## src/rtl/demux_pkg.sv

```systemverilog
// Shared lane-count, select types and select decode
// for the registered 1:8 demultiplexer.
package demux_pkg;

  localparam int LANES = 8;
  localparam int SEL_W = 3;

  typedef logic [SEL_W-1:0] lane_sel_t;
  typedef logic [LANES-1:0] lane_mask_t;

  function automatic lane_mask_t sel_onehot(
    input lane_sel_t s
  );
    return lane_mask_t'(1) << s;
  endfunction

endpackage

```

## src/rtl/demux_lane.sv

```systemverilog
// One-entry lane holding buffer: a load always wins,
// otherwise the entry clears when the consumer takes it.
module demux_lane #(
  parameter int N = 32
) (
  input  logic         clk,
  input  logic         rst,
  input  logic         load_i,
  input  logic [N-1:0] data_i,
  input  logic         ready_i,
  output logic [N-1:0] data_o,
  output logic         valid_o
);

  logic [N-1:0] data_q, data_d;
  logic         valid_q, valid_d;

  always_comb begin
    data_d  = data_q;
    valid_d = valid_q;
    if (load_i) begin
      data_d  = data_i;
      valid_d = 1'b1;
    end else if (valid_q && ready_i) begin
      valid_d = 1'b0;
    end
  end

  always_ff @(posedge clk or negedge rst) begin
    if (!rst) begin
      data_q  <= '0;
      valid_q <= 1'b0;
    end else begin
      data_q  <= data_d;
      valid_q <= valid_d;
    end
  end

  assign data_o  = data_q;
  assign valid_o = valid_q;

endmodule

```

## src/rtl/demux_1to8_buf.sv

```systemverilog
// Registered 1:8 demux with per-lane one-entry buffers.
// Optional broadcast port enabled by DEMUX_BCAST_EN.
module demux_1to8_buf
  import demux_pkg::*;
#(
  parameter int N = 32
) (
  input  logic               clk,
  input  logic               rst,
  input  logic [N-1:0]       I,
  input  lane_sel_t          S,
  input  logic               enable,
  input  logic               in_valid,
  output logic               in_ready,
  output logic [LANES*N-1:0] O,
  output logic [LANES-1:0]   out_valid,
`ifdef DEMUX_BCAST_EN
  input  logic               bcast,
`endif
  input  logic [LANES-1:0]   out_ready
);

  lane_mask_t blocked;
  lane_mask_t dest;
  lane_mask_t load;
  logic       room;
  logic       xfer;

  // a lane is blocked only if full and not draining now
  assign blocked = out_valid & ~out_ready;

  always_comb begin
    dest = sel_onehot(S);
    room = ~blocked[S];
`ifdef DEMUX_BCAST_EN
    if (bcast) begin
      dest = '1;
      room = ~|blocked;
    end
`endif
  end

  assign in_ready = rst & enable & room;
  assign xfer     = in_valid & in_ready;
  assign load     = {LANES{xfer}} & dest;

  for (genvar k = 0; k < LANES; k++) begin : g_lane
    demux_lane #(.N(N)) u_lane (
      .clk     (clk),
      .rst     (rst),
      .load_i  (load[k]),
      .data_i  (I),
      .ready_i (out_ready[k]),
      .data_o  (O[k*N +: N]),
      .valid_o (out_valid[k])
    );
  end

endmodule
```

## config.mk

```make
export PLATFORM = sky130hd
export DESIGN_NAME = demux_1to8_buf
export DESIGN_NICKNAME = d
export VERILOG_FILES = /design/src/rtl/demux_pkg.sv /design/src/rtl/demux_lane.sv /design/src/rtl/demux_1to8_buf.sv
export SDC_FILE = /design/constraint.sdc
export NUM_CORES = 1
export LEC_CHECK = 0
export ABC_AREA = 0
export ABC_CLOCK_PERIOD_IN_PS = 5000
export CAP_MARGIN = 10
export CORE_ASPECT_RATIO = 1.4
export CORE_MARGIN = 4
export CORE_UTILIZATION = 50
export CTS_CLUSTER_DIAMETER = 80
export CTS_CLUSTER_SIZE = 16
export DETAILED_ROUTE_END_ITERATION = 16
export GPL_TIMING_DRIVEN = 1
export PLACE_DENSITY_LB_ADDON = 0.1
export SYNTH_ARGS = -nofsm -noshare
export SYNTH_HDL_FRONTEND = slang
export SYNTH_SLANG_ARGS = --single-unit
export TNS_END_PERCENT = 5
```

## constraint.sdc

```tcl
create_clock -name clk -period 5 [get_ports clk]
set_input_delay 0.75 -clock clk [delete_from_list [all_inputs] [get_ports clk]]
set_output_delay 0.75 -clock clk [all_outputs]
set_load 0.05 [all_outputs]
```

; ---- Word level (Yosys, flattened, before mapping)
; Index checks and enable logic that the tools add are counted.
[op_classes]
magnitude_cmp = 1
n_shift = 1
mux = 18
bitwise_logic = 7
n_reduce_logical = 16
[ops]
columns = cell, count
row1 = $mux W1, 17
row2 = $and A8 B8 Y8, 2
row3 = $reduce_bool A2 Y1, 8
row4 = $logic_and A1 B1 Y1, 8
row5 = $not A8 Y8, 1
row6 = $shl A1 B3 Y8 const A, 1
row7 = $lt A3 B4 Y1 const B, 1
row8 = $and A1 B1 Y1, 3
row9 = $bmux W1 S3, 1
row10 = $not A1 Y1, 1
[totals]
reg_bits = 264
input_bits = 47
out_inout_bits = 265
elab_cells = 59

; ---- Logic depth before layout (Yosys ltp)
; Gate-level depths: netlist (run 1).
[depth]
depth_word = 9
mapped_depth = 6
ltp_nobuf = 3

; ---- Cells and area by module
; Synthesis (run 1) repeated with hierarchy kept, for this count alone.
[hier_totals]
hier_cells = 595
area_unflattened_um2 = 11197.0
[by_module_without_submodules]
columns = mod, instances, cells_each, area_each_um2, seq_area_each_um2
row1 = demux_lane, 8, 71, 1377.6, 825.8
row2 = demux_1to8_buf, 1, 27, 176.4, 0.0

; ---- Worst setup path after synthesis (run 1)
; Ideal clock, no wire load.
[synth_timing]
path_type = in2out
startpoint = input S[1]
endpoint = output in_ready
arrival_time_ns = 1.914
required_time_ns = 4.250
slack_ns = 2.336
path_stages = 4
n_path_buf = 1
cell_sequence = buf_4 nand2_2 o221ai_1 o22ai_1
[synth_via]
elab_chain_cells = 4
[synth_lines]
columns = element, line
row1 = start: declaration, demux_1to8_buf.sv:11  ; input lane_sel_t S,
row2 = $bmux W1 S3, demux_1to8_buf.sv:34  ; room = ~blocked[S];
row3 = $mux W1 (implied by the code), demux_1to8_buf.sv:34
row4 = $not A1 Y1, demux_1to8_buf.sv:34
row5 = $and A1 B1 Y1, demux_1to8_buf.sv:43  ; assign in_ready = rst & enable & room;
row6 = end: declaration, demux_1to8_buf.sv:14  ; output logic in_ready,
; Every way passes these cells. The select of a mux whose other input is x is not followed.

; ---- Worst setup path in the final report (run 1)
; Ends and elaborated chain as after synthesis.

==> impl_metrics.json, run 1 <==
{
  "power.density_nw_per_um2": 511,
  "number_of_global_route_vias_before_repair": 7044,
  "detailed_place_hpwl_microns": 18400,
  "post-route-min-period_ns": 3.63,
  "synthArstFlopShare": 1.00,
  "timing.max_slew.rel_slack": 0.264,
  "yosys_most_used_dff": "dfrtp_1",
  "final_instance_area_sq_um": 13900,
  "synthToLayoutAreaGrowth_pct": 37.8,
  "synth.avg_cell_area_sq_um": 16.7,
  "diodes": 0,
  "grt.total_usage": 0.237,
  "worst-r2r-cell-count": 4,
  "route.antenna.remaining_nets": 0,
  "route.final.wire_length_microns": 26600,
  "ir_worst_vdd_mv": 0.336,
  "sequential_share_of_the_synthesized_area": 0.657,
  "worst_hold_path_type": "input port to asynchronous set/reset pin",
  "achievable-frequency_mhz": 275,
  "post_drt_wl_per_cell_microns": 23.0,
  "critical_path.startpoint_type": "input port",
  "tritoncts": "built",
  "preCtsSetupSlack_ns": 1.40,
  "run_status": "finished, final reports clean",
  "core-area_sq_um": 19800,
  "r2r_setup_slack_ns": 2.80,
  "worstPathArrival_ns": 2.88,
  "postPlaceCellArea_sq_um": 13300,
  "final_count_of_hold_timing_violations": 0,
  "hold_bufs_inserted_after_cts": 0,
  "synth-edff-count": 0,
  "grt_overflow_total": 0,
  "numCtsBuffers": 20,
  "worst_setup_hold_path_clk_slew_ns": 0.07,
  "nNetsFinal": 952,
  "ys_types": 31,
  "postSynthNetCount": 650,
  "worstMarginPinSlew_ns": 1.10,
  "dr_pass1_iterations": 4,
  "cts_setup_buffers": 0,
  "post-synth-top-area-cell": "dfrtp_1",
  "initial_util": 0.507,
  "worstSetupEndpointType": "output pin",
  "fp.dieH_microns": 176,
  "syn_inst_count": 603,
  "timing.hold.ws_ns": 0.175,
  "sum_neg_setup_slack_ns": 0,
  "route.detailed.drc": 0,
  "ctsResizeCount": 0,
  "cts_root_buf": "clkbuf_16",
  "grt_start_max_net_pins": 146,
  "floorplan.rows": 61,
  "ys_ff_latch": 264,
  "timing.rr.start": "g_lane[7].u_lane.valid_o$_DFFE_PN0P_",
  "drv_cap": 0,
  "grt_setup_unrepaired": "false",
  "cp_max_fo": 11,
  "gp_congestion": 0.882,
  "drt-initial-drc-count": 311,
  "timing.rr.end": "g_lane[7].u_lane.data_o[18]$_DFFE_PN0P_",
  "die_width_microns": 128,
  "final_count_of_negative_setup_slack_endpoints": 0,
  "post-synth-top-area-fraction": 0.657,
  "via_count": 6215,
  "maximum_clock_insertion_buffer_count": 3,
  "clock_sink_count": 264,
  "finClkSkew_ns": 0.0144,
  "io_pins": 312,
  "power.static_leakage_uw": 0.00617,
  "grt_first_pass_wirelength_microns": 41300,
  "buffer_ports.inserted": 311,
  "period_utilisation_layout": 0.726,
  "yosys_synthesis_warning_count": 0,
  "crit_type": "input port to output pin",
  "viasPerCell": 5.37,
  "htree_num_levels": 1,
  "report.final.slew_viol_count": 0,
  "clk_latency_ns": 0.49,
  "layout_setup_ws_ns": 1.37,
  "synth_area_leaders": "dfrtp_1 (66%), mux2_2 (27%), mux2_1 (1.6%), buf_4 (0.90%), buf_2 (0.80%)",
  "die-area_sq_um": 22500,
  "syn-cell-area_sq_um": 10100,
  "drive_above_1_share": 0.312,
  "antenna_found_initial": 0,
  "critPathRequiredTime_ns": 4.25
}
[sequential cells by signal (all words and copies together) (netlist names)]
| name | flops |
|---|---|
| g_lane.u_lane.data_o | 256 |
| g_lane.u_lane.valid_o | 8 |
[synth_stat cells (3+ instances only)]
library cell,n
dfrtp_1,264
mux2_2,242
buf_2,16
mux2_1,14
buf_4,12
nand2b_1,8
buf_6,6
nand3_1,5
and3_1,4
nand2_1,4
o21ai_0,3
[cells in the final DEF, fill, tap and decap left out, types with 2 or more instances in the layout]
| cell | count |
|---|---|
| o221ai_1 | 2 |
| nand3_2 | 3 |
| nand2b_1 | 8 |
| and3_2 | 3 |
| dfrtp_1 | 264 |
| nor2b_1 | 2 |
| nand3b_1 | 2 |
| nand3_1 | 2 |
| mux2_1 | 14 |
| buf_4 | 4 |
| nand2_1 | 4 |
| clkbuf_16 | 21 |
| or3b_2 | 2 |
| clkdlybuf4s50_1 | 310 |
| mux2_2 | 242 |
| o21ai_0 | 3 |
[cell type report]
cell class,instances,area (sq um)
multi-input combinational,302,3220
clock inverter,1,8.76
tap,252,315
timing repair buffer,316,3170
fill,1386,5990
inverter,1,3.75
clock buffer,21,526
sequential,264,6610
[worst max path at each step]
stage,startpoint,end,slack (ns),cells after the start
2_1_floorplan,S[1],in_ready,2.34,4
3_3_place_gp,S[1],in_ready,1.40,5
3_5_place_dp,S[1],in_ready,1.40,5
4_1_cts,S[1],in_ready,1.39,5
5_1_grt,S[1],in_ready,1.29,5
6_report,S[1],in_ready,1.37,5
[critical path, stage by stage]
cell and delay (ns):
clkdlybuf4s50_1 0.58, or3b_2 0.53, a21boi_0 0.18, o22ai_1 0.11
clkdlybuf4s50_1 0.72
[per-stage QoR]
step           utilization  instances  power [uW]
6_report             0.698       1157        7080
5_1_grt              0.698       1157        7350
3_3_place_gp         0.671       1135        5640
3_5_place_dp         0.671       1135        5700
4_1_cts              0.698       1157        7150
2_1_floorplan            -        603        4580
[report_power, final]
group	internal, uW	switching, uW	total, uW
combinational	989	1890	2880
clock	745	690	1440
sequential	2540	224	2760
total	4270	2800	7080
[logic make-up after synthesis]
kind of cell	Yosys count	synth area share
flops	264	0.657
mux	256	0.287
buf+inv	37	0.0248
simple gates	36	0.0229
compound gates	10	0.00859
[layer usage]
metal	vias up	GRT usage	routed length, microns
met4	0	0.0854	1080
met2	238	0.417	13700
li1	2708	-	-
met3	60	0.0681	2060
met1	3209	0.275	9820
met5	-	0	0
Power figures use the tool's default switching activity.
==> run 2, diff against run 1 <==
Settings changed: ABC_CLOCK_PERIOD_IN_PS 5000 to 3800, CORE_UTILIZATION 50 to 47.
Clock period 5 ns to 3.8 ns, I/O delays scaled along.
==> run 2 against run 1 <==
Effect of this change: non-clock buffer count grew 7; largest cell class unchanged; highest routed layer unchanged; routed wire length fell by 0.64%; sequential power is 32% higher; cell count increased by 1.3%; register-to-register slack got worse by 0.98 ns; flip-flop and latch count did not move; global-route usage down 1.9 points; die area rose by 6.0%; clock skew rose by 0.0011 ns; core utilization shrank 3.9 points; critical path depth rose by 1; via count decreased by 0.39%.
==> impl_metrics.json, run 2 (synthesized netlist as in run 1, its figures left out) <==
{
  "numCtsBuffers": 20,
  "post_drt_wl_per_cell_microns": 22.6,
  "run_status": "finished, final reports clean",
  "finClkSkew_ns": 0.0155,
  "family_of_cells_with_the_greatest_summed_delay_on_the_critical_path": "buffers and inverters",
  "maximum_clock_insertion_buffer_count": 3,
  "dr_pass1_iterations": 4,
  "ctsResizeCount": 0,
  "number_of_global_route_vias_before_repair": 6882,
  "buffer_ports.inserted": 311,
  "crit_start": "rst",
  "timing.max_slew.rel_slack": 0.325,
  "htree_num_levels": 1,
  "crit_chain": "dlygate4sd3_1 > buf_8 > and3_1 > o221ai_1 > o22ai_1 > clkdlybuf4s50_1",
  "achievable-frequency_mhz": 294,
  "sum_neg_setup_slack_ns": 0,
  "layout.cells.most_common": "clkdlybuf4s50_1",
  "initial_util": 0.476,
  "drv_cap": 0,
  "clk_latency_ns": 0.49,
  "route.antenna.remaining_nets": 0,
  "die-area_sq_um": 23800,
  "crit_type": "input port to output pin",
  "detailed_place_hpwl_microns": 18800,
  "instances_no_fill": 1172,
  "power.static_leakage_uw": 0.00621,
  "numPlacedInstances": 1149,
  "die_width_microns": 132,
  "report.final.slew_viol_count": 0,
  "grt_first_pass_wirelength_microns": 41000,
  "core-area_sq_um": 21100,
  "grt_setup_unrepaired": "false",
  "floorplan.rows": 63,
  "tritoncts": "built",
  "holdCritStartpoint": "g_lane[3].u_lane.data_o[7]$_DFFE_PN0P_",
  "power.density_nw_per_um2": 667,
  "largest_register_ff_count": 256,
  "critPathRequiredTime_ns": 3.23,
  "ir_worst_vdd_mv": 0.557,
  "gp_congestion": 0.919,
  "grt_overflow_total": 0,
  "grt.total_usage": 0.218,
  "worst_setup_hold_path_clk_slew_ns": 0.07,
  "fp.dieH_microns": 181,
  "final_count_of_hold_timing_violations": 0,
  "via_count": 6191,
  "viasPerCell": 5.28,
  "antenna_found_initial": 0,
  "slowest_delay_ns": 0.83,
  "final_count_of_negative_setup_slack_endpoints": 0,
  "period_utilisation_layout": 0.894,
  "nNetsFinal": 959,
  "critical_path.startpoint_type": "input port",
  "clock_sink_count": 264,
  "route.final.wire_length_microns": 26400,
  "diodes": 0,
  "worstPathBufferInverterCount": 3,
  "drt-initial-drc-count": 211,
  "most-common-layout-cells": "clkdlybuf4s50_1 (310), dfrtp_1 (264), mux2_2 (242), clkbuf_16 (21), mux2_1 (14)",
  "cp_max_fo": 39,
  "drive_above_1_share": 0.316,
  "post-route-min-period_ns": 3.40,
  "worstSetupEndpointType": "output pin",
  "cts_root_buf": "clkbuf_16",
  "worstPathArrival_ns": 2.83,
  "io_pins": 312,
  "worst_hold_path_type": "flop to flop",
  "grt_start_max_net_pins": 83,
  "timing.rr.start": "g_lane[4].u_lane.valid_o$_DFFE_PN0P_",
  "synthToLayoutAreaGrowth_pct": 38.5,
  "route.detailed.drc": 0,
  "slowest_stage": "clkdlybuf4s50_1",
  "worstMarginPinSlew_ns": 1.01,
  "cts_setup_buffers": 0
}
## run 2: repair_timing
item                                    4_1_cts  5_1_grt
endpoints found under the setup margin        0        0
hold endpoints to repair                     31        0
hold buffers                                  1        0
## run 2: path summary, 6_finish.rpt
path | slack [ns] | cells past startpoint | to
worst max-delay path | 0.40 | 6 | in_ready
worst min-delay path | 0.49 | 1 | g_lane[3].u_lane.data_o[7]$_DFFE_PN0P_
worst max register to register | 1.82 | 4 | g_lane[4].u_lane.data_o[3]$_DFFE_PN0P_
worst min register to register | 0.49 | 1 | g_lane[3].u_lane.data_o[7]$_DFFE_PN0P_
max in group asynchronous | 1.11 | 4 | g_lane[0].u_lane.data_o[12]$_DFFE_PN0P_
min in group asynchronous | 0.57 | 2 | g_lane[2].u_lane.valid_o$_DFFE_PN0P_
## run 2: cell type report
type                            instances  area [sq um]
Clock inverter                          1          8.76
Clock buffer                           21           526
Timing Repair Buffer                  323          3240
Inverter                                1          3.75
Multi-Input combinational cell        302          3220
Tap cell                              260           325
Fill cell                            1526          7200
Sequential cell                       264          6610
## run 2: report_power, final
part	total (uW)	switching (uW)	leakage [uW]	internal [uW]
registers	3630	292	0.00338	3340
logic	3780	2480	0.00256	1300
clock network	1880	901	0.000263	980
## run 2: metal layers
metal  up-vias  global-route usage  wire length, microns  part of all wire
li1       2734                   -                     -                 -
met1      3213               0.238                  9580              0.36
met2       217               0.409                 14300              0.54
met3        27              0.0760                  2160             0.082
met4         0              0.0437                   418             0.016
met5         -                   0                     0                 0
## run 2: per-stage QoR
step                total power [uW]  setup slack, ns   util  hold WS (ns)  instance area [sq um]
floorplan                       6020             1.50      -         0.274                  10100
global placement                7430            0.578  0.634         0.451                  13400
finish                          9300            0.404  0.659         0.489                  13900
global route                    9660            0.290  0.659         0.511                  13900
detailed placement              7500            0.572  0.634         0.458                  13400
CTS                             9400            0.401  0.659         0.494                  13900
==> run 3, diff against run 2 <==
Settings changed: CAP_MARGIN 10 to 25.
==> run 3 against run 2 <==
Effect of this change: die area unchanged; via count increased by 0.29%; register-to-register slack about the same.
==> impl_metrics.json, run 3 (synthesized netlist as in run 1, its figures left out) <==
{
  "preCtsSetupSlack_ns": 0.572,
  "viasPerCell": 5.29,
  "worst_setup_hold_path_clk_slew_ns": 0.07,
  "io_pins": 312,
  "finClkSkew_ns": 0.0154,
  "r2r_setup_slack_ns": 1.82,
  "buffer_ports.inserted": 311,
  "post_drt_wl_per_cell_microns": 22.5,
  "route.final.wire_length_microns": 26400,
  "nNetsFinal": 961,
  "clk_latency_ns": 0.49,
  "cts_setup_buffers": 0,
  "final_count_of_hold_timing_violations": 0,
  "final_instance_area_sq_um": 14000,
  "route.antenna.remaining_nets": 0,
  "via_count": 6209,
  "grt_first_pass_wirelength_microns": 41000,
  "tritoncts": "built",
  "critPathRequiredTime_ns": 3.23,
  "postPlaceCellArea_sq_um": 13400,
  "worstHoldEndpoint": "g_lane[3].u_lane.data_o[7]$_DFFE_PN0P_",
  "most-common-layout-cells": "clkdlybuf4s50_1 (310), dfrtp_1 (264), mux2_2 (242), clkbuf_16 (21), mux2_1 (14)",
  "timing.max_slew.rel_slack": 0.406,
  "floorplan.rows": 63,
  "die_width_microns": 132,
  "grt_setup_unrepaired": "false",
  "grt.total_usage": 0.218,
  "worst-r2r-cell-count": 4,
  "ir_worst_vdd_mv": 0.557,
  "worst_hold_path_type": "flop to flop",
  "gp_congestion": 0.919,
  "worstSetupEndpointType": "output pin",
  "diodes": 0,
  "hold_bufs_inserted_after_cts": 1,
  "die-area_sq_um": 23800,
  "timing.rr.start": "g_lane[4].u_lane.valid_o$_DFFE_PN0P_",
  "fp.dieH_microns": 181,
  "clock_sink_count": 264,
  "instances_no_fill": 1174,
  "initial_util": 0.476,
  "n_fill_cell": 1521,
  "numPlacedInstances": 1149,
  "drive_above_1_share": 0.317,
  "power.density_nw_per_um2": 665,
  "period_utilisation_layout": 0.893,
  "achievable-frequency_mhz": 295,
  "grt_start_max_net_pins": 83,
  "dr_pass1_iterations": 5,
  "core-area_sq_um": 21100,
  "largest_register_ff_count": 256,
  "holdCritStartpoint": "g_lane[3].u_lane.data_o[7]$_DFFE_PN0P_",
  "grt_overflow_total": 0,
  "htree_num_levels": 1,
  "post-route-min-period_ns": 3.39,
  "route.detailed.drc": 0,
  "crit_type": "input port to output pin",
  "cts_root_buf": "clkbuf_16",
  "worstMarginPinSlew_ns": 0.891,
  "synthToLayoutAreaGrowth_pct": 39.1,
  "ctsResizeCount": 0,
  "numCtsBuffers": 20,
  "run_status": "finished, final reports clean",
  "detailed_place_hpwl_microns": 18800,
  "layout_setup_ws_ns": 0.405,
  "cp_max_fo": 39,
  "drv_cap": 0,
  "timing.rr.end": "g_lane[4].u_lane.data_o[3]$_DFFE_PN0P_",
  "worstPathArrival_ns": 2.82,
  "critical_path.startpoint_type": "input port",
  "final_util": 0.662,
  "number_of_global_route_vias_before_repair": 6882,
  "report.final.slew_viol_count": 0,
  "sum_neg_setup_slack_ns": 0,
  "power.static_leakage_uw": 0.00623,
  "worst_hold_path.num_cells": 1,
  "drt-initial-drc-count": 194,
  "layout.cells.most_common": "clkdlybuf4s50_1",
  "maximum_clock_insertion_buffer_count": 3,
  "final_count_of_negative_setup_slack_endpoints": 0,
  "antenna_found_initial": 0
}
## run 3: power by group
part / switching, uW / internal [uW]
logic: 2480 / 1310
clock network: 902 / 980
registers: 292 / 3340
total: 3670 / 5630
## run 3: critical path: stages
cell             delay (ns)
dlygate4sd3_1          0.59
buf_8                  0.28
and3_1                 0.21
o221ai_1               0.12
o22ai_1                0.20
clkdlybuf4s50_1        0.83
## run 3: stage by stage
step | power [uW] | hold WS (ns)
floorplan | 6020 | 0.274
global placement | 7430 | 0.451
CTS | 9400 | 0.494
global route | 9670 | 0.511
finish | 9300 | 0.490
detailed placement | 7500 | 0.458
## run 3: area by class of cell
cell class	count	area, sq um	share of cell area
sequential	264	6610	0.472
timing repair buffer	325	3290	0.235
inverter	1	3.75	0.000268
clock inverter	1	8.76	0.000626
tap	260	325	0.0233
multi-input combinational	302	3220	0.231
clock buffer	21	526	0.0376
## run 3: worst max path at each step
stage                     startpoint       end  cells past startpoint
after floorplan                 S[1]  in_ready                      4
after global placement          S[1]  in_ready                      5
after detailed placement        S[1]  in_ready                      5
after CTS                        rst  in_ready                      6
after global routing             rst  in_ready                      6
final                            rst  in_ready                      6
## run 3: routing by layer
layer  global-route usage  share of wire  vias to the layer above
met2                0.409           0.54                      213
met3               0.0760          0.080                       27
met5                    0              0                        -
met1                0.238           0.36                     3227
li1                     -              -                     2742
met4               0.0437          0.016                        0
